--- config.mk ---
export PLATFORM = sky130hd
export DESIGN_NAME = bfp_comp_gearbox_flat
export DESIGN_NICKNAME = d
export VERILOG_FILES = /design/src/rtl/bfp_comp_gearbox_if.sv /design/src/rtl/bfp_comp_gearbox.sv /design/src/flat_wrapper.sv
export SDC_FILE = /design/constraint.sdc
export NUM_CORES = 1
export LEC_CHECK = 0
export CORE_ASPECT_RATIO = 1.5
export CORE_MARGIN = 5
export CORE_UTILIZATION = 59
export DETAILED_ROUTE_END_ITERATION = 16
export DONT_BUFFER_PORTS = 1
export PLACE_DENSITY = 0.84
export SYNTH_ARGS = -nofsm -noshare
export SYNTH_HDL_FRONTEND = slang
export SYNTH_SLANG_ARGS = --single-unit
--- constraint.sdc ---
create_clock -name clk -period 5.2 [get_ports clk]
set_clock_uncertainty 0.05 [all_clocks]
set_input_delay 0.52 -clock clk [delete_from_list [all_inputs] [get_ports clk]]
set_output_delay 0.52 -clock clk [all_outputs]
set_load 0.005 [all_outputs]
--- src/rtl/bfp_comp_gearbox_if.sv ---
// Stream bundle for bfp_comp_gearbox.
//   din_*    : variable-width BFP chunk input (valid/ready, last, width and user sideband)
//   m_axis_* : byte-ordered 64-bit AXI-Stream output (tdata/tkeep/tlast/tuser)
// Modports:
//   slave  : the gearbox view (consumes din_*, produces m_axis_*)
//   master : the environment view (produces din_*, consumes m_axis_*)
interface bfp_comp_gearbox_if;
    logic [3:0]  din_width;
    logic [63:0] din_data;
    logic        din_valid;
    logic        din_ready;
    logic        din_last;
    logic [31:0] din_user;

    logic [63:0] m_axis_tdata;
    logic [7:0]  m_axis_tkeep;
    logic        m_axis_tvalid;
    logic        m_axis_tlast;
    logic        m_axis_tready;
    logic [39:0] m_axis_tuser;

    modport slave (
        input  din_width, din_data, din_valid, din_last, din_user,
        output din_ready,
        output m_axis_tdata, m_axis_tkeep, m_axis_tvalid, m_axis_tlast, m_axis_tuser,
        input  m_axis_tready
    );

    modport master (
        output din_width, din_data, din_valid, din_last, din_user,
        input  din_ready,
        input  m_axis_tdata, m_axis_tkeep, m_axis_tvalid, m_axis_tlast, m_axis_tuser,
        output m_axis_tready
    );
endinterface

--- src/rtl/bfp_comp_gearbox.sv ---
// BFP compression gearbox: packs variable-width IQ chunks (two REs per beat, plus the
// 8-bit exponent on the first beat of each PRB) MSB-first into a 128-bit accumulator and
// drains it as byte-ordered 64-bit AXI-Stream words (first wire byte in lane 0).
// Ports:
//   clk, rst_n      : clock, asynchronous active-low reset
//   bus (slave)     : din_* chunk input and m_axis_* stream output
//   err_partial_prb : one-cycle pulse when a packet ends part-way through a PRB
module bfp_comp_gearbox (
    input  logic               clk,
    input  logic               rst_n,
    bfp_comp_gearbox_if.slave  bus,
    output logic               err_partial_prb
);

    logic [127:0] acc_q, acc_d;
    logic [4:0]   cnt_q, cnt_d;
    logic [2:0]   state_q, state_d;
    logic         pend_last_q, pend_last_d;
    logic         sync_n_q, sync_n_d;
    logic [3:0]   width_q, width_d;
    logic [31:0]  user_q, user_d;
    logic [63:0]  tdata_q, tdata_d;
    logic [7:0]   tkeep_q, tkeep_d;
    logic         tvalid_q, tvalid_d;
    logic         tlast_q, tlast_d;
    logic [39:0]  tuser_q, tuser_d;
    logic         err_q, err_d;

    logic [3:0]   cur_w;
    logic [4:0]   chunk_n;
    logic         drain;
    logic         din_ready;
    logic         accept;
    logic [127:0] acc_base;
    logic [5:0]   cnt_base;
    logic [127:0] chunk_mask;
    logic [127:0] chunk_placed;
    logic [7:0]   place_sh;
    logic [3:0]   last_bytes;

    always_comb begin
        acc_d        = acc_q;
        cnt_d        = cnt_q;
        state_d      = state_q;
        pend_last_d  = pend_last_q;
        sync_n_d     = sync_n_q;
        width_d      = width_q;
        user_d       = user_q;
        tdata_d      = tdata_q;
        tkeep_d      = tkeep_q;
        tvalid_d     = tvalid_q;
        tlast_d      = tlast_q;
        tuser_d      = tuser_q;
        err_d        = 1'b0;
        chunk_mask   = '0;
        chunk_placed = '0;
        place_sh     = '0;
        last_bytes   = '0;

        // Width comes straight from the input on a packet's first beat.
        cur_w = sync_n_q ? width_q : bus.din_width;
        if (cur_w == 4'd0) begin
            chunk_n = 5'd16;
        end else if (state_q == 3'd0) begin
            chunk_n = {1'b0, cur_w} + 5'd2;
        end else begin
            chunk_n = {1'b0, cur_w};
        end

        drain = ((cnt_q >= 5'd16) || (pend_last_q && (cnt_q != 5'd0)))
                && (!tvalid_q || bus.m_axis_tready);
        // No new beats while a packet is flushing, so packets never share a word.
        din_ready = rst_n && !pend_last_q && ((cnt_q < 5'd16) || drain);
        accept    = bus.din_valid && din_ready;

        acc_base = acc_q;
        cnt_base = {1'b0, cnt_q};
        if (drain) begin
            acc_base = acc_q << 64;
            cnt_base = (cnt_q >= 5'd16) ? ({1'b0, cnt_q} - 6'd16) : 6'd0;
            for (int i = 0; i < 8; i++) begin
                tdata_d[8*i +: 8] = acc_q[127-8*i -: 8];
            end
            tvalid_d = 1'b1;
            tuser_d  = {width_q, (width_q != 4'd0) ? 4'b0001 : 4'b0000, user_q};
            if (pend_last_q && (cnt_q <= 5'd16)) begin
                last_bytes  = 4'(({1'b0, cnt_q} + 6'd1) >> 1);
                tkeep_d     = 8'((9'd1 << last_bytes) - 9'd1);
                tlast_d     = 1'b1;
                pend_last_d = 1'b0;
            end else begin
                tkeep_d = 8'hFF;
                tlast_d = 1'b0;
            end
        end else if (bus.m_axis_tready) begin
            tvalid_d = 1'b0;
        end

        acc_d = acc_base;
        cnt_d = cnt_base[4:0];
        if (accept) begin
            // Right-aligned chunk is moved so its MSB lands just below the fill point.
            chunk_mask   = (128'd1 << {chunk_n, 2'b00}) - 128'd1;
            place_sh     = 8'd128 - {1'b0, chunk_n, 2'b00} - {cnt_base, 2'b00};
            chunk_placed = ({64'd0, bus.din_data} & chunk_mask) << place_sh;
            acc_d        = acc_base | chunk_placed;
            cnt_d        = 5'(cnt_base + {1'b0, chunk_n});
            if (bus.din_last) begin
                state_d     = 3'd0;
                pend_last_d = 1'b1;
                err_d       = (state_q != 3'd5);
            end else begin
                state_d = (state_q == 3'd5) ? 3'd0 : state_q + 3'd1;
            end
            sync_n_d = !bus.din_last;
            if (!sync_n_q) begin
                width_d = bus.din_width;
                user_d  = bus.din_user;
            end
        end
    end

    always_ff @(posedge clk or negedge rst_n) begin
        if (!rst_n) begin
            acc_q       <= '0;
            cnt_q       <= '0;
            state_q     <= '0;
            pend_last_q <= 1'b0;
            sync_n_q    <= 1'b0;
            width_q     <= '0;
            user_q      <= '0;
            tdata_q     <= '0;
            tkeep_q     <= '0;
            tvalid_q    <= 1'b0;
            tlast_q     <= 1'b0;
            tuser_q     <= '0;
            err_q       <= 1'b0;
        end else begin
            acc_q       <= acc_d;
            cnt_q       <= cnt_d;
            state_q     <= state_d;
            pend_last_q <= pend_last_d;
            sync_n_q    <= sync_n_d;
            width_q     <= width_d;
            user_q      <= user_d;
            tdata_q     <= tdata_d;
            tkeep_q     <= tkeep_d;
            tvalid_q    <= tvalid_d;
            tlast_q     <= tlast_d;
            tuser_q     <= tuser_d;
            err_q       <= err_d;
        end
    end

    assign bus.din_ready     = din_ready;
    assign bus.m_axis_tdata  = tdata_q;
    assign bus.m_axis_tkeep  = tkeep_q;
    assign bus.m_axis_tvalid = tvalid_q;
    assign bus.m_axis_tlast  = tlast_q;
    assign bus.m_axis_tuser  = tuser_q;
    assign err_partial_prb   = err_q;

endmodule
--- src/flat_wrapper.sv ---
// flat-port wrapper written by rule: the top's interface ports become plain ports
module bfp_comp_gearbox_flat 
  (clk, rst_n, err_partial_prb, bus_din_width, bus_din_data, bus_din_valid, bus_din_last, bus_din_user, bus_din_ready, bus_m_axis_tdata, bus_m_axis_tkeep, bus_m_axis_tvalid, bus_m_axis_tlast, bus_m_axis_tuser, bus_m_axis_tready);
  bfp_comp_gearbox_if bus_i ();
  input  logic clk;
  input  logic rst_n;
  output logic err_partial_prb;
  input wire logic [$bits(bus_i.din_width)-1:0] bus_din_width;
  input wire logic [$bits(bus_i.din_data)-1:0] bus_din_data;
  input wire logic [$bits(bus_i.din_valid)-1:0] bus_din_valid;
  input wire logic [$bits(bus_i.din_last)-1:0] bus_din_last;
  input wire logic [$bits(bus_i.din_user)-1:0] bus_din_user;
  output wire logic [$bits(bus_i.din_ready)-1:0] bus_din_ready;
  output wire logic [$bits(bus_i.m_axis_tdata)-1:0] bus_m_axis_tdata;
  output wire logic [$bits(bus_i.m_axis_tkeep)-1:0] bus_m_axis_tkeep;
  output wire logic [$bits(bus_i.m_axis_tvalid)-1:0] bus_m_axis_tvalid;
  output wire logic [$bits(bus_i.m_axis_tlast)-1:0] bus_m_axis_tlast;
  output wire logic [$bits(bus_i.m_axis_tuser)-1:0] bus_m_axis_tuser;
  input wire logic [$bits(bus_i.m_axis_tready)-1:0] bus_m_axis_tready;
  assign bus_i.din_width = bus_din_width;
  assign bus_i.din_data = bus_din_data;
  assign bus_i.din_valid = bus_din_valid;
  assign bus_i.din_last = bus_din_last;
  assign bus_i.din_user = bus_din_user;
  assign bus_din_ready = bus_i.din_ready;
  assign bus_m_axis_tdata = bus_i.m_axis_tdata;
  assign bus_m_axis_tkeep = bus_i.m_axis_tkeep;
  assign bus_m_axis_tvalid = bus_i.m_axis_tvalid;
  assign bus_m_axis_tlast = bus_i.m_axis_tlast;
  assign bus_m_axis_tuser = bus_i.m_axis_tuser;
  assign bus_i.m_axis_tready = bus_m_axis_tready;
  bfp_comp_gearbox u_core (.clk(clk), .rst_n(rst_n), .bus(bus_i), .err_partial_prb(err_partial_prb));
endmodule
==> metrics.json <==
{
  "rsz_0062_raised_after_global_routing": {"value": "no"},
  "cp_num_buf_inv": {"value": 2},
  "syn_inst": {"value": 1877},
  "fraction_of_layout_cells_with_a_size_suffix_above_1": {"value": 14.9, "unit": "%"},
  "cts_inserted_buffers": {"value": 27},
  "crit_chain": {"value": "mux2i_4 -> inv_4 -> ha_1 -> or4b_4 -> o311ai_4 -> a22oi_1 -> nand3_1 -> ha_1 -> buf_4 -> nand3_1 -> a211oi_1 -> a22oi_1 -> mux2i_1 -> a221oi_1 -> a31oi_1"},
  "crit_family": {"value": "compound AO/OA/AOI/OAI gates"},
  "globalRoute.totalOverflow": {"value": 0},
  "detailedPlacementHpwl": {"value": 51900, "unit": "µm"},
  "setup_violators_final": {"value": 0},
  "final_weighted_congestion_in_routability_driven_placement": {"value": 1.09},
  "syn2layout_area_growth": {"value": 9.66, "unit": "%"},
  "synthAdderAreaFrac": {"value": 1.43, "unit": "%"},
  "synth_warnings": {"value": 0},
  "portBuffers": {"value": 0},
  "finalCoreUtilization": {"value": 65.5, "unit": "%"},
  "synth_enable_flop_cells": {"value": 0},
  "outcome": {"value": "finished with violations"},
  "layout.cell_area.non_filler": {"value": 18700, "unit": "µm²"},
  "post-cts-setup-buffers": {"value": 0},
  "residual_antenna_violating_net_count_after_detailed_routing": {"value": 0},
  "initial_core_util": {"value": 59.7, "unit": "%"},
  "clock_latency": {"value": 0.55, "unit": "ns"},
  "maxSlewHeadroom": {"value": 15.4, "unit": "%"},
  "die_w": {"value": 149, "unit": "µm"},
  "drt-total-wl": {"value": 69300, "unit": "µm"},
  "maxClockFrequency": {"value": 194, "unit": "MHz"},
  "clock_path_buffers": {"value": 3},
  "synth.avg_cell_area": {"value": 9.11, "unit": "µm²"},
  "fp.dieH": {"value": 218, "unit": "µm"},
  "grt_pass1_wl": {"value": 103000, "unit": "µm"},
  "post_dp_cell_area": {"value": 17800, "unit": "µm²"},
  "hold-worst-slack": {"value": -0.388, "unit": "ns"},
  "unique_masters_post_synth": {"value": 102},
  "drv.max_cap_violation_count": {"value": 0},
  "timing.critical_path.from_type": {"value": "flop"},
  "cp_max_fo": {"value": 15},
  "synth_xor_area_share": {"value": 0.666, "unit": "%"},
  "initialDrtViolationCount": {"value": 2035},
  "antenna_violations_before_repair": {"value": 2},
  "floorplan.rows": {"value": 76},
  "grt_start_max_net_pins": {"value": 288},
  "fin_crit": {"value": 5.15, "unit": "ns"},
  "dr.pass1.iters": {"value": 6},
  "wl_per_cell": {"value": 30.5, "unit": "µm"},
  "post_drt_via_cell_ratio": {"value": 7.26},
  "hold_path.class": {"value": "input port to asynchronous set/reset pin"},
  "ys_ff_latch": {"value": 286},
  "synthTopCellsByArea": {"value": "sky130_fd_sc_hd__dfrtp_1 42%, sky130_fd_sc_hd__nand2_1 9.5%, sky130_fd_sc_hd__mux2i_1 4.3%, sky130_fd_sc_hd__mux2_2 3.6%, sky130_fd_sc_hd__nor2_1 2.5%"},
  "htree_levels": {"value": 1},
  "drcViolationCount": {"value": 0},
  "synth_top_family_by_area": {"value": "compound AO/OA/AOI/OAI gates"},
  "cts_root_buf": {"value": "sky130_fd_sc_hd__clkbuf_16"},
  "nets": {"value": 1986},
  "critPathRequiredTime": {"value": 5.59, "unit": "ns"},
  "worstPathArrival": {"value": 5.54, "unit": "ns"},
  "synth_top_cell_by_area": {"value": "sky130_fd_sc_hd__dfrtp_1"},
  "cts.sinks": {"value": 286},
  "synth_async_sr_flop_share": {"value": 100, "unit": "%"},
  "critical_path_class": {"value": "flop to flop"},
  "cpMaxStageDelayCell": {"value": "sky130_fd_sc_hd__a211oi_1"},
  "tns": {"value": 0, "unit": "ns"},
  "syn-cell-area": {"value": 17100, "unit": "µm²"},
  "flip_flop_cell_with_the_highest_count_after_synthesis": {"value": "sky130_fd_sc_hd__dfrtp_1"},
  "boundaryPins": {"value": 221},
  "yosys.area_share.simple": {"value": 18.0, "unit": "%"},
  "dieArea": {"value": 32500, "unit": "µm²"},
  "clk_pin_slew": {"value": 0.07, "unit": "ns"},
  "grt.total_usage": {"value": 41.8, "unit": "%"},
  "grt_pass1_vias": {"value": 16100},
  "tightest_slew": {"value": 1.23, "unit": "ns"},
  "via_count": {"value": 16500},
  "mux_contribution_to_synthesized_area": {"value": 9.29, "unit": "%"},
  "synth.yosys.seq_area_share": {"value": 41.9, "unit": "%"},
  "cts_tree": {"value": "yes"},
  "cpPeakStageDelay": {"value": 0.75, "unit": "ns"},
  "slew_violations": {"value": 0},
  "synth_compound_area_share": {"value": 24.9, "unit": "%"},
  "core_region_area": {"value": 28600, "unit": "µm²"},
  "synth_top_area_share": {"value": 41.9, "unit": "%"},
  "end_kind": {"value": "flop"},
  "hold_violations": {"value": 286},
  "fill_count": {"value": 2277},
  "violations": {"value": "hold timing"},
  "min_period_over_period": {"value": 99.0, "unit": "%"}
}
Yosys cell counts, types with 25 or more instances:
cell and instances:
sky130_fd_sc_hd__and2_1 25, sky130_fd_sc_hd__a21oi_1 43, sky130_fd_sc_hd__mux2i_1 74, sky130_fd_sc_hd__o21ai_0 84
sky130_fd_sc_hd__o211ai_1 36, sky130_fd_sc_hd__o221ai_1 27, sky130_fd_sc_hd__nor2_1 116, sky130_fd_sc_hd__nand3_1 45
sky130_fd_sc_hd__dfrtp_1 286, sky130_fd_sc_hd__clkbuf_1 97, sky130_fd_sc_hd__nor3_1 29, sky130_fd_sc_hd__o22ai_1 34
sky130_fd_sc_hd__nand2_1 431, sky130_fd_sc_hd__mux2_2 54
cell families (layout without fill, tap and decap cells):
kind of cell,Yosys count,in the layout
AO/OA/AOI/OAI,550,550
AND/OR/NAND/NOR,713,713
flip-flops,286,286
buffers and inverters,156,160
other,1,4
multiplexers,139,139
XOR/XNOR,13,13
adder cells (fa/ha/maj),19,19
timing repair:
action                                  CTS  global route
hold endpoints to repair                286           286
resized for setup                         0            14
endpoints found under the setup margin    0            26
cell type report:
type	count	area [µm²]	area share (%)
tap	390	488	2.60
multi-input combinational	1437	9380	50.0
timing repair buffer	85	688	3.67
clock buffer	36	759	4.05
sequential	286	7160	38.2
inverter	25	96.3	0.514
antenna	1	2.50	0.0134
clock inverter	14	171	0.915
metrics by stage:
stage	cells	worst slack (ns)	hold slack (ns)
after global placement	2223	0.189	0.181
after global routing	2274	0.0115	-0.399
after detailed placement	2223	0.0903	0.181
final	2274	0.0507	-0.388
after CTS	2273	0.0494	-0.400
after floorplan	1879	0.352	0.174
cell usage in the layout, fill, tap and decap left out, types with 7 or more instances in the layout:
master / count
sky130_fd_sc_hd__o221a_2: 11
sky130_fd_sc_hd__o211a_1: 8
sky130_fd_sc_hd__clkbuf_16: 27
sky130_fd_sc_hd__a211oi_1: 13
sky130_fd_sc_hd__o221ai_1: 27
sky130_fd_sc_hd__a21o_1: 8
sky130_fd_sc_hd__o21a_1: 16
sky130_fd_sc_hd__a221oi_1: 20
sky130_fd_sc_hd__a22o_1: 24
sky130_fd_sc_hd__buf_4: 81
sky130_fd_sc_hd__a32o_1: 16
sky130_fd_sc_hd__a32oi_1: 19
sky130_fd_sc_hd__dfrtp_1: 286
sky130_fd_sc_hd__nor3_1: 28
sky130_fd_sc_hd__a22oi_1: 21
sky130_fd_sc_hd__o31ai_1: 10
sky130_fd_sc_hd__and2_1: 25
sky130_fd_sc_hd__nand2_1: 426
sky130_fd_sc_hd__nand3_1: 44
sky130_fd_sc_hd__o211ai_1: 36
sky130_fd_sc_hd__nor2_1: 114
sky130_fd_sc_hd__o311a_1: 9
sky130_fd_sc_hd__mux4_2: 8
sky130_fd_sc_hd__nor4_1: 7
sky130_fd_sc_hd__a21oi_1: 42
sky130_fd_sc_hd__a211o_1: 8
sky130_fd_sc_hd__o22a_1: 7
sky130_fd_sc_hd__o22ai_1: 34
sky130_fd_sc_hd__o21ai_0: 84
sky130_fd_sc_hd__xnor2_1: 7
sky130_fd_sc_hd__and3_1: 9
sky130_fd_sc_hd__ha_1: 17
sky130_fd_sc_hd__a31oi_1: 22
sky130_fd_sc_hd__o2111ai_1: 11
sky130_fd_sc_hd__inv_1: 20
sky130_fd_sc_hd__mux2i_1: 74
sky130_fd_sc_hd__mux2_2: 54
sky130_fd_sc_hd__a221o_1: 24
flip-flops by register name, summed over array words and instances, names as in the netlist:
signal and cells:
u_core.acc_q 128, u_core.bus.m_axis_tdata 64, u_core.bus.m_axis_tkeep 8, u_core.bus.m_axis_tlast 1
u_core.bus.m_axis_tuser 37, u_core.bus.m_axis_tvalid 1, u_core.cnt_q 5, u_core.err_partial_prb 1
u_core.pend_last_q 1, u_core.state_q 3, u_core.sync_n_q 1, u_core.user_q 32
u_core.width_q 4
routing by layer:
| metal | track usage [%] | wire length [µm] | part of all wire (%) | up-vias |
|---|---|---|---|---|
| met3 | 9.15 | 7330 | 11 | 313 |
| li1 | - | - | - | 6946 |
| met1 | 49.8 | 23500 | 34 | 8033 |
| met4 | 29.9 | 6340 | 9.1 | 0 |
| met5 | 0 | 0 | 0 | - |
| met2 | 66.7 | 32200 | 46 | 1212 |
final timing paths:
| path | depth (start not counted) | from | to | slack [ns] |
|---|---|---|---|---|
| setup / recovery | 15 | u_core.sync_n_q$_DFFE_PN0P_ | u_core.acc_q[90]$_DFF_PN0_ | 0.05 |
| hold / removal | 0 | rst_n | u_core.user_q[22]$_DFFE_PN0P_ | -0.39 |
| setup reg to reg | 15 | u_core.sync_n_q$_DFFE_PN0P_ | u_core.acc_q[90]$_DFF_PN0_ | 0.05 |
| hold reg to reg | 2 | u_core.user_q[24]$_DFFE_PN0P_ | u_core.bus.m_axis_tuser[24]$_DFFE_PN0P_ | 0.41 |
| max in group asynchronous | 0 | rst_n | u_core.acc_q[52]$_DFF_PN0_ | 5.07 |
| min in group clk | 1 | bus_din_user[31] | u_core.user_q[31]$_DFFE_PN0P_ | 0.07 |
Power is left out: the tool's default activity adds up to more than one toggle a clock period on the data nets, which glitch-free logic cannot reach.
